<file path="src/rtl/divider_inverse.sv">
// divider_inverse: sequential shift-and-add rebuild of a dividend,
//   data_result = quotient_in * divisor_in + remainder_in.
// The FSM runs one add-or-skip step and one shift step per multiplier bit,
// then adds the remainder in S_FINAL.
// Optional macro DIVIDER_INVERSE_CHECK_EN adds the operand-validity flag err.
// When the macro is not defined, err is tied low.
module divider_inverse #(
  parameter int N = 4
) (
  input  logic           clk,
  input  logic           reset,
  input  logic           start,
  input  logic [N-1:0]   quotient_in,
  input  logic [N-1:0]   divisor_in,
  input  logic [N-1:0]   remainder_in,
  output logic           busy,
  output logic           done,
  output logic [2*N-1:0] data_result,
  output logic           err
);

  localparam int CW = $clog2(N) + 1;
  localparam logic [CW-1:0] CNT_LAST = CW'(N - 1);
  localparam logic [CW-1:0] CNT_ONE  = CW'(1);

  typedef enum logic [1:0] {
    S_IDLE  = 2'd0,
    S_ADD   = 2'd1,
    S_SHIFT = 2'd2,
    S_FINAL = 2'd3
  } state_t;

  state_t           state_r;
  state_t           state_next_s;
  logic [N-1:0]     m_r;
  logic [N-1:0]     q_r;
  logic [N-1:0]     r_r;
  logic [N:0]       a_r;
  logic [CW-1:0]    cnt_r;
  logic             busy_r;
  logic             done_r;
  logic [2*N-1:0]   data_r;
  logic [2*N-1:0]   sum_s;

  // Product high half concatenated with the shifted-out low half, plus remainder.
  assign sum_s = {a_r[N-1:0], q_r} + {{N{1'b0}}, r_r};

  // State register.
  always_ff @(posedge clk) begin
    if (reset) begin
      state_r <= S_IDLE;
    end else begin
      state_r <= state_next_s;
    end
  end

  // Next-state logic; start is only honoured while idle.
  always_comb begin
    state_next_s = state_r;
    case (state_r)
      S_IDLE: begin
        if (start) begin
          state_next_s = S_ADD;
        end else begin
          state_next_s = S_IDLE;
        end
      end
      S_ADD:   state_next_s = S_SHIFT;
      S_SHIFT: begin
        if (cnt_r == CNT_LAST) begin
          state_next_s = S_FINAL;
        end else begin
          state_next_s = S_ADD;
        end
      end
      S_FINAL: state_next_s = S_IDLE;
      default: state_next_s = S_IDLE;
    endcase
  end

  // Datapath: operand capture, conditional add, and the {A,Q} right shift.
  always_ff @(posedge clk) begin
    if (reset) begin
      m_r   <= {N{1'b0}};
      q_r   <= {N{1'b0}};
      r_r   <= {N{1'b0}};
      a_r   <= {(N+1){1'b0}};
      cnt_r <= {CW{1'b0}};
    end else begin
      case (state_r)
        S_IDLE: begin
          if (start) begin
            m_r   <= divisor_in;
            q_r   <= quotient_in;
            r_r   <= remainder_in;
            a_r   <= {(N+1){1'b0}};
            cnt_r <= {CW{1'b0}};
          end
        end
        S_ADD: begin
          if (q_r[0]) begin
            a_r <= {1'b0, a_r[N-1:0]} + {1'b0, m_r};
          end
        end
        S_SHIFT: begin
          a_r   <= {1'b0, a_r[N:1]};
          q_r   <= {a_r[0], q_r[N-1:1]};
          cnt_r <= cnt_r + CNT_ONE;
        end
        S_FINAL: begin
          cnt_r <= cnt_r;
        end
        default: begin
          cnt_r <= {CW{1'b0}};
        end
      endcase
    end
  end

  // Registered status outputs and result; busy drops as done rises.
  always_ff @(posedge clk) begin
    if (reset) begin
      busy_r <= 1'b0;
      done_r <= 1'b0;
      data_r <= {(2*N){1'b0}};
    end else begin
      busy_r <= (state_next_s != S_IDLE);
      done_r <= (state_r == S_FINAL);
      if (state_r == S_FINAL) begin
        data_r <= sum_s;
      end
    end
  end

  assign busy        = busy_r;
  assign done        = done_r;
  assign data_result = data_r;

`ifdef DIVIDER_INVERSE_CHECK_EN
  logic err_r;

  // Flag operand sets no valid division could produce (zero divisor or r >= d).
  always_ff @(posedge clk) begin
    if (reset) begin
      err_r <= 1'b0;
    end else if (state_r == S_FINAL) begin
      err_r <= (m_r == {N{1'b0}}) | (r_r >= m_r);
    end
  end

  assign err = err_r;
`else
  assign err = 1'b0;
`endif

endmodule

</file>
<file path="config.mk">
export PLATFORM = sky130hd
export DESIGN_NAME = divider_inverse
export DESIGN_NICKNAME = d
export VERILOG_FILES = /design/src/rtl/divider_inverse.sv
export SDC_FILE = /design/constraint.sdc
export NUM_CORES = 1
export LEC_CHECK = 0
export ABC_AREA = 0
export BUFFER_PORTS_ARGS = -buffer_cell sky130_fd_sc_hd__clkbuf_2
export CORE_UTILIZATION = 50
export DETAILED_ROUTE_END_ITERATION = 6
export PLACE_DENSITY = 0.72
export SLEW_MARGIN = 20
export SYNTH_ARGS = -nofsm -noshare
export SYNTH_HDL_FRONTEND = slang
export SYNTH_SLANG_ARGS = --single-unit
export TNS_END_PERCENT = 20
</file>
<file path="constraint.sdc">
create_clock -name clk -period 2.9 [get_ports clk]
set_input_delay 0.58 -clock clk [delete_from_list [all_inputs] [get_ports clk]]
set_output_delay 0.58 -clock clk [all_outputs]
set_load 0.05 [all_outputs]
</file>
==> results.json <==
{
  "h-tree-depth": 2,
  "first_pass_iters": 4,
  "critPathMaxStageDelay_ns": 0.40,
  "hold_start": "a_r[4]$_SDFFE_PP0P_",
  "critPathMaxFanout": 13,
  "async_reset_ff_share_pct": 0,
  "post_drt_wl_per_cell_um": 13.0,
  "crit_arrival_ns": 2.22,
  "syn_inst": 192,
  "clk_pin_slew_worst_paths_ns": 0.09,
  "finalHoldViolations": 0,
  "ys_types": 42,
  "syn_to_final_growth_pct": 11.0,
  "fp-row-count": 20,
  "routed_wirelength_mm": 3.38,
  "yosysSeqAreaShare_pct": 38.0,
  "synth_flop_cell": "dfxtp_1",
  "synth_area_um2": 1690,
  "max_slew.worst_pin.slew_ns": 0.612,
  "status": "complete, no violations",
  "cts_buffers": 5,
  "cts-root-buf": "clkbuf_4",
  "cpMaxStageDelayCell": "or3_4",
  "holdBufCountCts": 0,
  "io_buffer_count": 24,
  "grt_overflow": 0,
  "power_leakage_uw": 0.000797,
  "fp.dieArea_um2": 3610,
  "setup_ws_ns": 0.905,
  "antenna_found_initial": 0,
  "clock_path_buffers": 2,
  "first_iter_violations": 56,
  "start_util_pct": 54.0,
  "synth_nets": 223,
  "yosys_warnings": 0,
  "nNetsFinal": 246,
  "num_antenna_cells": 0,
  "rsz0062_at_grt": "no",
  "crit_required_ns": 3.12,
  "cts_sinks": 32,
  "post-cts-setup-buffers": 0,
  "synth_area_per_cell_um2": 8.79,
  "finalSetupTns_ns": 0,
  "ir_drop_uv": 262,
  "period_minus_slack_ns": 1.99,
  "pre_cts_ws_ns": 0.925,
  "gp_congestion": 0.839,
  "clkLatencyLatePin_ns": 0.34,
  "hold_path_class": "reg -> reg",
  "grt_pass1_wl_mm": 5.71,
  "cap_violations": 0,
  "grt_start_max_net_pins": 31,
  "die_w_um": 60.1,
  "powerDensity_nw_per_um2": 489,
  "drive_gt1_share_pct": 16.7,
  "grtUsageTotal_pct": 21.8,
  "cp_cell_sequence": "inv_1, ha_1, nor2b_4, or3_4, a22o_1, o311a_1",
  "die_h_um": 60.1,
  "ant_nets": 0,
  "finalCritPeriodShare_pct": 68.8,
  "grt_pass1_vias": 1294,
  "vias": 1414,
  "synth_enable_flop_cells": 0,
  "core-area_um2": 3130,
  "worstSetupPathType": "reg -> reg",
  "route.detailed.drc": 0,
  "drv_slew": 0,
  "worst_slew_margin_rel_pct": 59.2,
  "io_pins": 26,
  "end_kind": "register",
  "nFillCells": 288,
  "cts_resized": 0,
  "setup_viol": 0,
  "routed_via_density": 5.46,
  "r2r_start": "state_r[0]$_SDFF_PP0_",
  "fmax_ghz": 0.501,
  "startpoint": "state_r[0]$_SDFF_PP0_",
  "worst_clock_skew_ns": 0.0154,
  "hpwl_mm": 2.54,
  "ys_seq_elements": 32,
  "start_kind": "register",
  "cts_tree": "yes"
}
[critical path, delay by kind of cell, from the launching register on]
kind / cells / cell delay, ns
and+or+nand+nor: 2 / 0.59
DFF: 1 / 0.39
buffers and inverters: 1 / 0.08
AOI/OAI and AO/OA: 2 / 0.48
adders and majority gates: 1 / 0.34
[routing by layer]
metal	part of all wire, %	vias up	wire [um]	global-route usage, %
met4	1.9	0	65	9.63
met1	44	637	1480	25.2
met3	5.2	9	176	6.06
met2	49	42	1660	36.9
met5	0	-	0	0
li1	-	726	-	-
[cells by family (layout without fill, tap and decap cells)]
| kind of cell | count (synthesis) | after routing | synth area share, % |
|---|---|---|---|
| simple gates | 63 | 63 | 18.1 |
| compound gates | 47 | 47 | 19.0 |
| fa+ha+maj | 16 | 16 | 12.8 |
| xor+xnor | 3 | 3 | 1.56 |
| buf+inv | 21 | 44 | 4.97 |
| other cells | 1 | 1 | 0.222 |
| mux | 9 | 9 | 5.49 |
| flops | 32 | 32 | 38.0 |
[registers in the layout, indices dropped and copies added, names as in the netlist]
name,cells
data_result,8
a_r,5
m_r,4
q_r,4
r_r,4
cnt_r,3
state_r,2
busy,1
done,1
[final cells by class]
| class | count | area (um^2) | area share [%] |
|---|---|---|---|
| clock inverters | 1 | 5.00 | 0.267 |
| multi-input cells | 139 | 963 | 51.4 |
| repair buffers | 24 | 120 | 6.41 |
| inverters | 13 | 48.8 | 2.60 |
| clock buffers | 6 | 41.3 | 2.20 |
| well taps | 44 | 55.1 | 2.94 |
| flip-flops and latches | 32 | 641 | 34.2 |
[placed cells by master, fill, tap and decap left out, types with 2 or more instances in the layout]
cell / n
a211oi_1: 8
a21o_1: 2
a21oi_1: 14
a22o_1: 2
a311oi_1: 2
and3_1: 2
clkbuf_2: 24
clkbuf_4: 5
dfxtp_1: 32
fa_1: 2
ha_1: 14
inv_1: 13
mux2_2: 2
mux2i_1: 7
nand2_1: 17
nand3_1: 17
nor2_1: 16
nor2b_1: 3
o2111ai_1: 2
o21a_1: 2
o21ai_0: 6
or3_1: 2
xor2_1: 2
[metrics by stage]
step	instance area [um^2]	utilization, %	hold WS [ns]	instances	total power [uW]
3_3_place_gp	1830	58.4	0.448	252	683
3_5_place_dp	1830	58.4	0.458	252	690
6_report	1870	59.9	0.471	259	917
4_1_cts	1870	59.9	0.462	259	923
2_1_floorplan	1690	-	0.432	192	645
5_1_grt	1870	59.9	0.471	259	970
[synthesized netlist by cell type, types with 2 or more instances]
library cell	instances	area share [%]
fa_1	2	2.4
nand3_1	17	5.0
clkbuf_1	5	1.1
o21a_1	2	0.89
nor2b_1	3	1.1
or3_1	2	0.74
a211oi_1	8	3.6
xor2_1	2	1.0
a21o_1	2	0.89
and3_1	2	0.74
nand2_1	17	3.8
dfxtp_1	32	38
nor2_1	16	3.6
o2111ai_1	2	1.0
o21ai_0	6	1.8
mux2i_1	7	4.2
a22o_1	2	1.0
inv_1	13	2.9
a21oi_1	14	4.2
ha_1	14	10
a311oi_1	2	1.0
mux2_2	2	1.3
[power by group]
group | leakage, uW | total, uW | switching (uW) | internal (uW)
combinational | 0.000508 | 195 | 123 | 71.9
clock | 0.0000281 | 236 | 147 | 89.1
sequential | 0.000261 | 486 | 20.5 | 466
[path summary, 6_finish.rpt]
path,endpoint,slack (ns),cells past startpoint
max,a_r[3]$_SDFFE_PP0P_,0.91,6
max reg2reg,a_r[3]$_SDFFE_PP0P_,0.91,6
min,a_r[4]$_SDFFE_PP0P_,0.47,2
min reg2reg,a_r[4]$_SDFFE_PP0P_,0.47,2
No activity file was read; power rests on OpenSTA's default activity.
